$ cat src/rtl/mem_pkg.sv
// Shared types and constants for the PakRV unified-memory arbiter.
// Contents: response-owner tag enum, default memory base, grant-pointer encodings.
// No logic; imported by mem_addr_xlate and mem_arbiter.
package mem_pkg;

  // Which requester owns the read data returning from memory this cycle.
  typedef enum logic [1:0] {
    IDLE   = 2'd0,
    IF_RSP = 2'd1,
    DM_RSP = 2'd2
  } rsp_owner_e;

  localparam logic [31:0] MEM_BASE_DEFAULT = 32'h8000_0000;

  // Encodings of the "last granted port" pointer used under contention.
  localparam logic GRANT_IF = 1'b0;
  localparam logic GRANT_DM = 1'b1;

endpackage

$ cat src/rtl/mem_addr_xlate.sv
// Purpose: byte address -> word index relative to MEM_BASE, with range check.
// Latency: purely combinational.
// Backpressure: none; pure function of addr.
// Ports: addr (byte address in), in_range (offset < MEM_WORDS*4), idx (word index out).
module mem_addr_xlate
  import mem_pkg::*;
#(
  parameter int                    ADDR_WIDTH = 32,
  parameter logic [ADDR_WIDTH-1:0] MEM_BASE   = ADDR_WIDTH'(MEM_BASE_DEFAULT),
  parameter int                    MEM_WORDS  = 262144,
  parameter int                    IDX_WIDTH  = $clog2(MEM_WORDS)
) (
  input  logic [ADDR_WIDTH-1:0] addr,
  output logic                  in_range,
  output logic [IDX_WIDTH-1:0]  idx
);

  localparam logic [63:0] LIMIT = 64'(MEM_WORDS) * 64'd4;

  logic [ADDR_WIDTH-1:0] offset;

  // Wraps modulo 2^ADDR_WIDTH, so addresses below the base become huge
  // offsets and fail the range check naturally.
  assign offset   = addr - MEM_BASE;
  assign in_range = 64'(offset) < LIMIT;
  // Byte lane bits [1:0] are dropped: accesses are always whole words.
  assign idx      = offset[IDX_WIDTH+1:2];

endmodule

$ cat src/rtl/mem_arbiter.sv
// Purpose: shares the single-port unified I/D memory between fetch (if_*) and load/store (dm_*).
// Latency: request granted in cycle T -> response strobe in T+1; one access per cycle.
// Backpressure: loser under contention sees req_ready=0 and must hold its request; responses cannot be stalled.
// Ports: clk/rst (sync, active-high); if_req_*/if_rsp_* fetch port; dm_req_*/dm_rsp_* data port;
//        mem_* drive the memory array (combinational), mem_rdata returns one cycle after mem_en.
// Build option: MEM_ARB_RR_EN selects round-robin under contention; default is data-over-fetch priority.
module mem_arbiter
  import mem_pkg::*;
#(
  parameter int                    DATA_WIDTH = 32,
  parameter int                    ADDR_WIDTH = 32,
  parameter logic [ADDR_WIDTH-1:0] MEM_BASE   = ADDR_WIDTH'(MEM_BASE_DEFAULT),
  parameter int                    MEM_WORDS  = 262144,
  localparam int                   MASK_SIZE  = DATA_WIDTH / 8,
  localparam int                   IDX_WIDTH  = $clog2(MEM_WORDS)
) (
  input  logic                  clk,
  input  logic                  rst,
  input  logic                  if_req_valid,
  output logic                  if_req_ready,
  input  logic [ADDR_WIDTH-1:0] if_req_addr,
  output logic                  if_rsp_valid,
  output logic [DATA_WIDTH-1:0] if_rsp_data,
  output logic                  if_rsp_err,
  input  logic                  dm_req_valid,
  output logic                  dm_req_ready,
  input  logic                  dm_req_we,
  input  logic [MASK_SIZE-1:0]  dm_req_mask,
  input  logic [ADDR_WIDTH-1:0] dm_req_addr,
  input  logic [DATA_WIDTH-1:0] dm_req_wdata,
  output logic                  dm_rsp_valid,
  output logic [DATA_WIDTH-1:0] dm_rsp_data,
  output logic                  dm_rsp_err,
  output logic                  mem_en,
  output logic                  mem_we,
  output logic [MASK_SIZE-1:0]  mem_mask,
  output logic [IDX_WIDTH-1:0]  mem_idx,
  output logic [DATA_WIDTH-1:0] mem_wdata,
  input  logic [DATA_WIDTH-1:0] mem_rdata
);

  logic                 if_in_range, dm_in_range;
  logic [IDX_WIDTH-1:0] if_idx, dm_idx;
  logic                 if_gnt, dm_gnt, dm_wins;

  rsp_owner_e state_q, state_d;
  logic       err_q, err_d;
  logic       zero_q, zero_d;  // response carries 0 instead of mem_rdata

  mem_addr_xlate #(
    .ADDR_WIDTH(ADDR_WIDTH), .MEM_BASE(MEM_BASE), .MEM_WORDS(MEM_WORDS), .IDX_WIDTH(IDX_WIDTH)
  ) u_if_xlate (
    .addr(if_req_addr), .in_range(if_in_range), .idx(if_idx)
  );

  mem_addr_xlate #(
    .ADDR_WIDTH(ADDR_WIDTH), .MEM_BASE(MEM_BASE), .MEM_WORDS(MEM_WORDS), .IDX_WIDTH(IDX_WIDTH)
  ) u_dm_xlate (
    .addr(dm_req_addr), .in_range(dm_in_range), .idx(dm_idx)
  );

`ifdef MEM_ARB_RR_EN
  logic last_gnt_q;

  // On conflict the port that did not win last time goes next; starting at
  // "fetch last" hands the first conflict after reset to data.
  assign dm_wins = (last_gnt_q == GRANT_IF);

  always_ff @(posedge clk) begin
    if (rst) begin
      last_gnt_q <= GRANT_IF;
    end else if (dm_gnt || if_gnt) begin
      last_gnt_q <= dm_gnt ? GRANT_DM : GRANT_IF;
    end
  end
`else
  assign dm_wins = 1'b1;
`endif

  // No grants while in reset: an accepted request would lose its response
  // when the tag register clears.
  assign dm_gnt = !rst && dm_req_valid && (!if_req_valid || dm_wins);
  assign if_gnt = !rst && if_req_valid && !dm_gnt;

  assign dm_req_ready = dm_gnt;
  assign if_req_ready = if_gnt;

  // Out-of-range grants still complete (with err) but never touch memory.
  always_comb begin
    mem_en    = 1'b0;
    mem_we    = 1'b0;
    mem_mask  = '0;
    mem_idx   = '0;
    mem_wdata = '0;
    if (dm_gnt && dm_in_range) begin
      mem_en    = 1'b1;
      mem_we    = dm_req_we;
      mem_mask  = dm_req_we ? dm_req_mask : '0;
      mem_idx   = dm_idx;
      mem_wdata = dm_req_we ? dm_req_wdata : '0;
    end else if (if_gnt && if_in_range) begin
      mem_en  = 1'b1;
      mem_idx = if_idx;
    end
  end

  always_ff @(posedge clk) begin
    if (rst) begin
      state_q <= IDLE;
      err_q   <= 1'b0;
      zero_q  <= 1'b0;
    end else begin
      state_q <= state_d;
      err_q   <= err_d;
      zero_q  <= zero_d;
    end
  end

  always_comb begin
    state_d      = IDLE;
    err_d        = 1'b0;
    zero_d       = 1'b0;
    if_rsp_valid = 1'b0;
    if_rsp_data  = '0;
    if_rsp_err   = 1'b0;
    dm_rsp_valid = 1'b0;
    dm_rsp_data  = '0;
    dm_rsp_err   = 1'b0;

    if (dm_gnt) begin
      state_d = DM_RSP;
      err_d   = !dm_in_range;
      zero_d  = !dm_in_range || dm_req_we;
    end else if (if_gnt) begin
      state_d = IF_RSP;
      err_d   = !if_in_range;
      zero_d  = !if_in_range;
    end

    // Gating with rst drops a response that is in flight when reset arrives.
    if (!rst) begin
      case (state_q)
        IF_RSP: begin
          if_rsp_valid = 1'b1;
          if_rsp_data  = zero_q ? '0 : mem_rdata;
          if_rsp_err   = err_q;
        end
        DM_RSP: begin
          dm_rsp_valid = 1'b1;
          dm_rsp_data  = zero_q ? '0 : mem_rdata;
          dm_rsp_err   = err_q;
        end
        default: ;
      endcase
    end
  end

endmodule
$ cat config.mk
export PLATFORM = sky130hd
export DESIGN_NAME = mem_arbiter
export DESIGN_NICKNAME = d
export VERILOG_FILES = /design/src/rtl/mem_pkg.sv /design/src/rtl/mem_addr_xlate.sv /design/src/rtl/mem_arbiter.sv
export SDC_FILE = /design/constraint.sdc
export NUM_CORES = 1
export LEC_CHECK = 0
export ABC_AREA = 1
export CAP_MARGIN = 20
export CORE_AREA = 2 2 102 104
export DETAILED_ROUTE_END_ITERATION = 7
export DIE_AREA = 0 0 104 106
export DONT_BUFFER_PORTS = 1
export HOLD_SLACK_MARGIN = 0.02
export PLACE_DENSITY = 0.3
export SLEW_MARGIN = 15
export SYNTH_ARGS = -nofsm -noshare
export SYNTH_HDL_FRONTEND = slang
export SYNTH_SLANG_ARGS = --single-unit
$ cat constraint.sdc
create_clock -name clk -period 0.91 [get_ports clk]
set_input_delay 0.1365 -clock clk [delete_from_list [all_inputs] [get_ports clk]]
set_output_delay 0.1365 -clock clk [all_outputs]
set_load 0.02 [all_outputs]
==> flow_summary_export.csv, run 1 <==
group,metric,value,unit
hold_path,hp-class,"in2reg",
synthesis,synth_warnings,0,
timing,finalHoldViolCount,0,
worst_setup_path,critPathRequiredTime,770,ps
cells_and_area,final_layout_size_suffix_gt1_share,73.1,%
worst_setup_path,cp-start-kind,"flop",
placed_design,port-buffer-count,0,
routing,wl_met2,4.42,mm
worst_setup_path,critPathKind,"reg2out",
cells_and_area,antenna_cells,0,
clock_network,cts_sinks,4,
pwr,internal_power,0.772,mW
synthesis,synth_area_leaders,"nor2_1, nand2_1, nand4_1",
placed_design,place_congestion,0.678,
placed_design,placed_area,2760,um^2
worst_setup_path,timing.critical_path.buf_inv,4,
outcome,status,"finished with violations",
timing,tightest_slew,275,ps
worst_setup_path,crit_path_end_kind,"output port",
timing,fmax,0.761,GHz
pwr,seqPwrFrac,14.0,%
timing,timing.final.ws_setup,-404,ps
routing,met3_wirelength,707,um
global_route,grt_max_degree,24,
pwr,power.leakage,1.51,nW
pwr,ir_drop,0.274,mV
synthesis,synth_ff_type,"dfxtp_1",
cells_and_area,fill_cells,1061,
pwr,p_per_area,388,nW/um^2
worst_setup_path,crit_family,"buffers and inverters",
synthesis,synth_top_cell_area_share,28.8,%
global_route,grt_pass1_vias,2266,
flow_run,drv_cap,0,
cells_and_area,design_area,3660,um^2
pwr,sw_frac_of_total,45.7,%
routing,drt-met1-wl,2.70,mm
routing,ant_nets,0,
global_route,grt_pass1_wl,11.5,mm
die,row_count,37,
synthesis,synthArstFlopShare,0,%
synthesis,syn-num-nets,441,
pwr,p_sw,0.651,mW
placed_design,dp_hpwl,5.40,mm
global_route,grt_usage,12.6,%
die,dieArea,11000,um^2
clock_network,clk_pin_slew,30,ps
routing,vias,2294,
die,die_x,104,um
synthesis,synth.distinct_cells,17,
routing,routed_via_density,4.42,
synthesis,synth_top_cells_by_count,"nor2_1, nand2_1, inv_1, nand4_1, buf_2",
routing,wirelength,7.91,mm
clock_network,cts_tree,"done",
synthesis,ys_seq_area_share,5.69,%
synthesis,syn_area,1410,um^2
die,core-area,10000,um^2
pwr,clkPwrFrac,25.5,%
global_route,antenna_found_initial,0,
synthesis,syn_inst,304,
worst_setup_path,slowest_stage,"dfxtp_2",
cells_and_area,multi_input_area,1960,um^2
placed_design,placed_cells,492,
cells_and_area,regArea,83.8,um^2
synthesis,yosysMostFrequentCell,"nor2_1",
outcome,violations,"negative setup slack",
synthesis,synth_edf_count,0,
clock_network,numCtsBuffers,3,
clock_network,h-tree-depth,1,
cells_and_area,stdcell_count,519,
timing,min_period,1310,ps
routing,routedWlPerCell,15.2,um
worst_setup_path,worstPathCellList,"inv_4 -> nor2_4 -> nand2_4 -> buf_16 -> buf_12 -> inv_8",
die,initial_utilization,14.1,%
routing,drtIter0Drc,106,
cells_and_area,area_growth,160,%
cells_and_area,final_nets,522,
die,ioPinCount,263,
synthesis,yosys.area.top_type,"nor2_1",
routing,top_layer,"met4",
worst_setup_path,cp.arrival,1180,ps
timing,setup_viol_count_final,124,
clock_network,clockBufferDepth,2,
routing,firstDrtPassIters,4,
timing,rsz0062_at_grt,"true",
synthesis,ys_ff_latch,4,
timing,fin_crit_sh,144,%
timing,maxSlewHeadroom,81.6,%
synthesis,syn_avg_cell_area,4.63,um^2
die,fp.dieH,106,um
global_route,overflow,0,
pwr,p_comb_share,60.5,%
worst_setup_path,crit_fanout,20,
timing,slew_viol_final,0,
routing,drcViolationCount,0,
clock_network,cts_root_buffer,"clkbuf_8",
worst_setup_path,cpPeakStageDelay,320,ps
==> repair_timing <==
action                                  CTS  global route
setup buffers                             8             6
endpoints found under the setup margin  125           126
pin swaps                                27            37
cloned                                   10             6
resized for setup                       123            46
hold buffers                              1             0
hold endpoints to repair                  2             0
==> kinds of logic (layout without fill, tap and decap cells) <==
group | after synthesis | count (layout) | synth area share [%]
AOI/OAI and AO/OA | 1 | 1 | 0.356
buffers and inverters | 72 | 151 | 22.3
DFF | 4 | 4 | 5.69
and+or+nand+nor | 227 | 227 | 71.6
==> through the flow <==
| step | utilization (%) | worst slack [ps] | total power, mW | hold slack (ps) | TNS [ps] |
|---|---|---|---|---|---|
| finish | 36.6 | -404 | 1.42 | 167 | -37600 |
| global route | 36.6 | -447 | 1.52 | 173 | -44680 |
| CTS | 35.1 | -413 | 1.34 | 156 | -43920 |
| detailed placement | 27.6 | -243 | 0.890 | 203 | -22160 |
| global placement | 27.6 | -242 | 0.888 | 203 | -21910 |
| floorplan | - | -231 | 0.767 | 201 | -14820 |
==> cells in the final DEF, fill, tap and decap left out <==
cell / Yosys / routed
buf_16: 0 / 4
buf_12: 0 / 8
nand2_2: 0 / 41
nor2_1: 108 / 8
dfxtp_1: 4 / 1
nor2_4: 2 / 105
dlygate4sd3_1: 0 / 1
o21ai_2: 0 / 1
buf_8: 0 / 2
nand2_1: 64 / 15
nand4_1: 36 / 36
clkinvlp_4: 0 / 1
and2_2: 0 / 1
clkbuf_16: 0 / 4
buf_2: 14 / 1
inv_2: 1 / 2
clkinv_4: 0 / 1
clkbuf_8: 0 / 3
nor2_2: 11 / 8
nand2_4: 0 / 8
buf_4: 1 / 32
inv_1: 47 / 40
nand3_4: 1 / 2
or2_1: 1 / 1
inv_4: 0 / 2
nand3_1: 3 / 1
buf_6: 3 / 48
inv_8: 0 / 2
dfxtp_2: 0 / 3
nand3_2: 0 / 1
==> per-layer routing <==
layer | up-vias | GRT usage [%]
li1 | 1090 | -
met1 | 1051 | 13.2
met2 | 147 | 24.2
met3 | 6 | 3.56
met4 | 0 | 3.96
met5 | - | 0
==> registers in the layout, summed over array words and instances, names as in the netlist <==
register,cells
state_q,2
err_q,1
zero_q,1
==> power groups by stage <==
stage | Clock (mW) | Combinational [mW] | Sequential, mW
floorplan | 0 | 0.571 | 0.197
global placement | 0 | 0.689 | 0.199
detailed placement | 0 | 0.691 | 0.198
CTS | 0.376 | 0.772 | 0.197
global route | 0.398 | 0.926 | 0.200
finish | 0.363 | 0.861 | 0.199
==> area by class of cell <==
| class | count | area share [%] |
|---|---|---|
| timing repair buffer | 100 | 32.7 |
| inverter | 48 | 5.70 |
| clock buffer | 3 | 1.13 |
| tap | 136 | 4.64 |
| sequential | 4 | 2.29 |
| multi-input combinational | 228 | 53.6 |
==> worst paths after layout <==
| check | from | to | cells after the start |
|---|---|---|---|
| setup / recovery | state_q[0] | if_rsp_valid | 6 |
| hold / removal | if_req_valid | state_q[0] | 3 |
==> worst min-delay path, stage by stage <==
cell and delay (ps):
nand2_2 70, buf_4 110, nor2_1 30
(Power assumes the default switching activity.)
==> run 2, diff against run 1 <==
--- a/config.mk
+++ b/config.mk
@@ -7,12 +7,15 @@
 export LEC_CHECK = 0
 export ABC_AREA = 1
 export CAP_MARGIN = 20
-export CORE_AREA = 2 2 102 104
+export CELL_PAD_IN_SITES_DETAIL_PLACEMENT = 0
+export CELL_PAD_IN_SITES_GLOBAL_PLACEMENT = 1
+export CORE_AREA = 2 2 103 105
 export DETAILED_ROUTE_END_ITERATION = 7
-export DIE_AREA = 0 0 104 106
+export DIE_AREA = 0 0 105 107
 export DONT_BUFFER_PORTS = 1
 export HOLD_SLACK_MARGIN = 0.02
-export PLACE_DENSITY = 0.3
+export PLACE_DENSITY = 0.44
+export RECOVER_POWER = 100
 export SLEW_MARGIN = 15
 export SYNTH_ARGS = -nofsm -noshare
 export SYNTH_HDL_FRONTEND = slang
==> flow_summary_export.csv, run 2 (synthesis results as in run 1) <==
group,metric,value,unit
outcome,status,"finished with violations",
outcome,violations,"negative setup slack",
clock_network,cts_root_buffer,"clkbuf_8",
routing,firstDrtPassIters,4,
placed_design,placed_cells,495,
global_route,overflow,0,
pwr,seqPwrFrac,13.7,%
flow_run,drv_cap,0,
pwr,power.leakage,1.51,nW
cells_and_area,antenna_cells,0,
die,die_x,105,um
pwr,ir_drop,0.311,mV
worst_setup_path,crit_fanout,11,
timing,fin_crit_sh,146,%
placed_design,port-buffer-count,0,
global_route,met1_usage,13.2,%
placed_design,dp_hpwl,5.69,mm
clock_network,cts_tree,"done",
pwr,p_per_area,377,nW/um^2
die,ioPinCount,263,
global_route,grt.busiest_layer,"met2",
die,row_count,37,
die,initial_utilization,13.9,%
cells_and_area,fill_cells,1029,
routing,wirelength,8.06,mm
clock_network,cts_sinks,4,
global_route,grt_usage,12.7,%
clock_network,h-tree-depth,1,
routing,vias,2311,
pwr,sw_frac_of_total,46.0,%
timing,fmax,0.751,GHz
routing,drcViolationCount,0,
cells_and_area,final_layout_size_suffix_gt1_share,71.8,%
cells_and_area,area_growth,168,%
cells_and_area,largest_reg_flops,2,
pwr,total_power,1.42,mW
timing,min_period,1330,ps
die,dieArea,11200,um^2
clock_network,clockBufferDepth,2,
timing,tightest_slew,480,ps
die,core-area,10100,um^2
timing,tns,-39780,ps
cells_and_area,top_register,"state_q",
timing,maxSlewHeadroom,68.0,%
timing,rsz0062_at_grt,"true",
worst_setup_path,cp-start-kind,"flop",
global_route,grtUsageMet2,25.6,%
worst_setup_path,cp.arrival,1200,ps
global_route,grt_max_degree,22,
global_route,antenna_found_initial,0,
timing,timing.final.ws_setup,-422,ps
timing,slew_viol_final,0,
timing,finalHoldViolCount,0,
cells_and_area,postLayoutCoreUtil,37.3,%
pwr,clkPwrFrac,25.4,%
timing,setup_viol_count_final,125,
hold_path,hp-class,"in2reg",
routing,ant_nets,0,
placed_design,place_congestion,0.673,
global_route,use_met3,3.47,%
worst_setup_path,critPathKind,"reg2out",
cells_and_area,final_nets,525,
clock_network,numCtsBuffers,3,
clock_network,clk_pin_slew,30,ps
die,fp.dieH,107,um
routing,routedWlPerCell,15.4,um
routing,routed_via_density,4.43,
global_route,grt_pass1_wl,11.6,mm
pwr,p_comb_share,60.9,%
cells_and_area,final_common_cell,"nor2_4",
cells_and_area,layout_common_cells,"nor2_4, buf_6, nand2_2",
pwr,internal_power,0.766,mW
worst_setup_path,crit_path_end_kind,"output port",
cells_and_area,stdcell_count,522,
routing,drtIter0Drc,53,
pwr,p_sw,0.654,mW
global_route,grt_pass1_vias,2233,
cells_and_area,top_regs,"state_q (2), err_q (1), zero_q (1)",
worst_setup_path,critPathRequiredTime,770,ps
[run 2: cell types whose count changed in the layout (fill, tap and decap cells not counted), sizes merged]
cell	delta
buf	+5
clkbuf	-2
clkinv	+1
inv	-1
[run 2: per-stage QoR]
| stage | area [um^2] | hold WS (ps) | setup WS (ps) |
|---|---|---|---|
| after floorplan | 2180 | 201 | -231 |
| after global placement | 2780 | 205 | -261 |
| after detailed placement | 2780 | 204 | -294 |
| after CTS | 3520 | 153 | -446 |
| after global routing | 3770 | 147 | -491 |
| final | 3770 | 139 | -422 |
[run 2: final cells by class]
type,instances,area (um^2),share of cell area [%]
timing repair buffer,103,1300,34.4
tap,136,170,4.52
sequential,4,85.1,2.26
multi-input combinational,228,1960,52.0
inverter,48,214,5.68
clock buffer,3,41.3,1.10
[run 2: path summary, 6_finish.rpt]
| check | from | endpoint | slack [ps] | cells after the start |
|---|---|---|---|---|
| setup / recovery | state_q[1] | if_rsp_data[27] | -420 | 4 |
| hold / removal | dm_req_valid | state_q[1] | 140 | 3 |
[run 2: critical path: stages (launching register included)]
cell	delay (ps)
dfxtp_4	350
nor2_4	150
nand2_8	120
buf_16	190
nor2_4	160
[run 2: power by group through the flow]
| stage | Clock, mW | Sequential (mW) | Combinational (mW) |
|---|---|---|---|
| floorplan | 0 | 0.197 | 0.571 |
| global placement | 0 | 0.198 | 0.693 |
| detailed placement | 0 | 0.197 | 0.700 |
| CTS | 0.373 | 0.195 | 0.809 |
| global route | 0.403 | 0.197 | 0.926 |
| finish | 0.361 | 0.195 | 0.865 |
[run 2: timing repair]
action                                  in CTS  in global routing
hold buffers                                 1                  0
endpoints found under the setup margin     125                127
gates resized for setup                    100                 76
pin swaps                                   42                 20
buffers inserted                            10                  5
endpoints found under the hold margin        2                  0
gates cloned                                11                  4
[run 2: layer usage]
layer / up-vias / wire length, um
li1: 1099 / -
met1: 1055 / 2760
met2: 155 / 4550
met3: 2 / 735
met4: 0 / 11
met5: - / 0
==> run 3, diff against run 2 <==
--- a/config.mk
+++ b/config.mk
@@ -9,12 +9,12 @@
 export CAP_MARGIN = 20
 export CELL_PAD_IN_SITES_DETAIL_PLACEMENT = 0
 export CELL_PAD_IN_SITES_GLOBAL_PLACEMENT = 1
-export CORE_AREA = 2 2 103 105
+export CORE_AREA = 5 5 100 102
 export DETAILED_ROUTE_END_ITERATION = 7
 export DIE_AREA = 0 0 105 107
 export DONT_BUFFER_PORTS = 1
 export HOLD_SLACK_MARGIN = 0.02
-export PLACE_DENSITY = 0.44
+export PLACE_DENSITY = 0.48
 export RECOVER_POWER = 100
 export SLEW_MARGIN = 15
 export SYNTH_ARGS = -nofsm -noshare
==> flow_summary_export.csv, run 3 (synthesis results as in run 1) <==
group,metric,value,unit
timing,tightest_slew,291,ps
timing,rsz0062_at_grt,"true",
placed_design,post-place-ws,-244,ps
timing,maxSlewHeadroom,80.6,%
global_route,grt_max_degree,32,
die,dieArea,11200,um^2
global_route,grt_usage,12.9,%
routing,firstDrtPassIters,4,
cells_and_area,top_register,"state_q",
cells_and_area,final_nets,523,
cells_and_area,postLayoutCoreUtil,42.5,%
routing,top_layer,"met4",
routing,ant_nets,0,
clock_network,cts_tree,"done",
placed_design,port-buffer-count,0,
routing,wl_met2,4.85,mm
worst_setup_path,cp-start-kind,"flop",
clock_network,cts_sinks,4,
worst_setup_path,critPathRequiredTime,770,ps
clock_network,clk_pin_slew,30,ps
die,row_count,35,
clock_network,h-tree-depth,1,
global_route,overflow,0,
clock_network,cts_root_buffer,"clkbuf_8",
placed_design,placed_area,2760,um^2
placed_design,placed_cells,469,
timing,finalHoldViolCount,0,
global_route,grt_pass1_wl,12.0,mm
outcome,violations,"negative setup slack",
pwr,total_power,1.49,mW
worst_setup_path,crit_fanout,15,
cells_and_area,stdcell_count,495,
routing,drt-met1-wl,2.95,mm
pwr,p_per_area,388,nW/um^2
timing,fin_crit_sh,143,%
die,ioPinCount,263,
timing,slew_viol_final,0,
worst_setup_path,critPathKind,"reg2out",
placed_design,dp_hpwl,6.25,mm
cells_and_area,final_common_cell,"nor2_4",
die,initial_utilization,15.6,%
die,fp.dieH,107,um
outcome,status,"finished with violations",
cells_and_area,top_regs,"state_q (2), err_q (1), zero_q (1)",
routing,vias,2281,
cells_and_area,layout_common_cells,"nor2_4, buf_6, nand2_2",
global_route,grt_pass1_vias,2319,
routing,wirelength,8.69,mm
worst_setup_path,cp.arrival,1170,ps
timing,fmax,0.768,GHz
timing,timing.final.ws_setup,-392,ps
cells_and_area,largest_reg_flops,2,
global_route,antenna_found_initial,0,
hold_path,hp-class,"in2reg",
clock_network,numCtsBuffers,3,
cells_and_area,antenna_cells,0,
placed_design,place_congestion,0.706,
timing,setup_viol_count_final,124,
routing,routedWlPerCell,17.6,um
routing,drcViolationCount,0,
timing,min_period,1300,ps
routing,drtIter0Drc,102,
worst_setup_path,crit_path_end_kind,"output port",
die,core-area,9020,um^2
routing,met3_wirelength,808,um
routing,routed_via_density,4.61,
die,die_x,105,um
cells_and_area,design_area,3830,um^2
cells_and_area,area_growth,173,%
clock_network,clockBufferDepth,2,
worst_setup_path,crit_end,"if_rsp_data[2]",
flow_run,drv_cap,0,
pwr,ir_drop,0.283,mV
hold_path,min_from,"rst",
worst_setup_path,crit_path_start,"state_q[0]",
cells_and_area,final_layout_size_suffix_gt1_share,74.0,%
pwr,power.leakage,1.56,nW
[run 3: changes by cell type in the layout (fill, tap and decap cells not counted), sizes merged]
cell	change
buf	-5
clkbuf	+3
[run 3: repair_timing]
action / in CTS / in global routing
resized for setup: 106 / 88
setup endpoints to repair: 125 / 125
setup buffers: 6 / 5
hold endpoints to repair: 2 / 0
hold buffers: 1 / 0
cloned: 8 / 7
pin swaps: 36 / 36
[run 3: worst max-delay path, cell delays in order, from the launching register on]
cell and delay [ps]:
dfxtp_2 330, inv_4 40, nor2_4 90, nand2_4 110
buf_12 200, nor2_4 170
[run 3: how the worst min path moves through the flow]
stage	cells past startpoint	endpoint	slack, ps
2_1_floorplan	1	state_q[0]	200
6_report	3	zero_q	120
4_1_cts	3	zero_q	130
5_1_grt	3	zero_q	150
3_5_place_dp	1	state_q[1]	200
3_3_place_gp	1	state_q[0]	200
[run 3: through the flow]
step / setup TNS [ps] / hold slack (ps)
finish: -38790 / 120
global route: -46450 / 149
CTS: -41320 / 128
detailed placement: -23590 / 203
global placement: -23090 / 205
floorplan: -14820 / 201
[run 3: per-layer routing]
| layer | GRT usage (%) | up-vias |
|---|---|---|
| met5 | 0 | - |
| met4 | 3.11 | 0 |
| met3 | 4.15 | 8 |
| met2 | 24.0 | 146 |
| met1 | 14.0 | 1032 |
| li1 | - | 1095 |
[run 3: power by group]
part / switching, mW / internal [mW] / leakage [nW] / total (mW)
Sequential: 0.0101 / 0.190 / 0.0342 / 0.200
Clock: 0.0875 / 0.282 / 0.0216 / 0.369
Combinational: 0.585 / 0.332 / 1.50 / 0.917
Total: 0.683 / 0.803 / 1.56 / 1.49
[run 3: area by class of cell]
cell class / count / area (um^2)
flip-flops and latches: 4 / 83.8
fillers: 895 / 5190
clock buffers: 3 / 41.3
repair buffers: 101 / 1320
inverters: 48 / 211
well taps: 111 / 139
multi-input cells: 228 / 2040
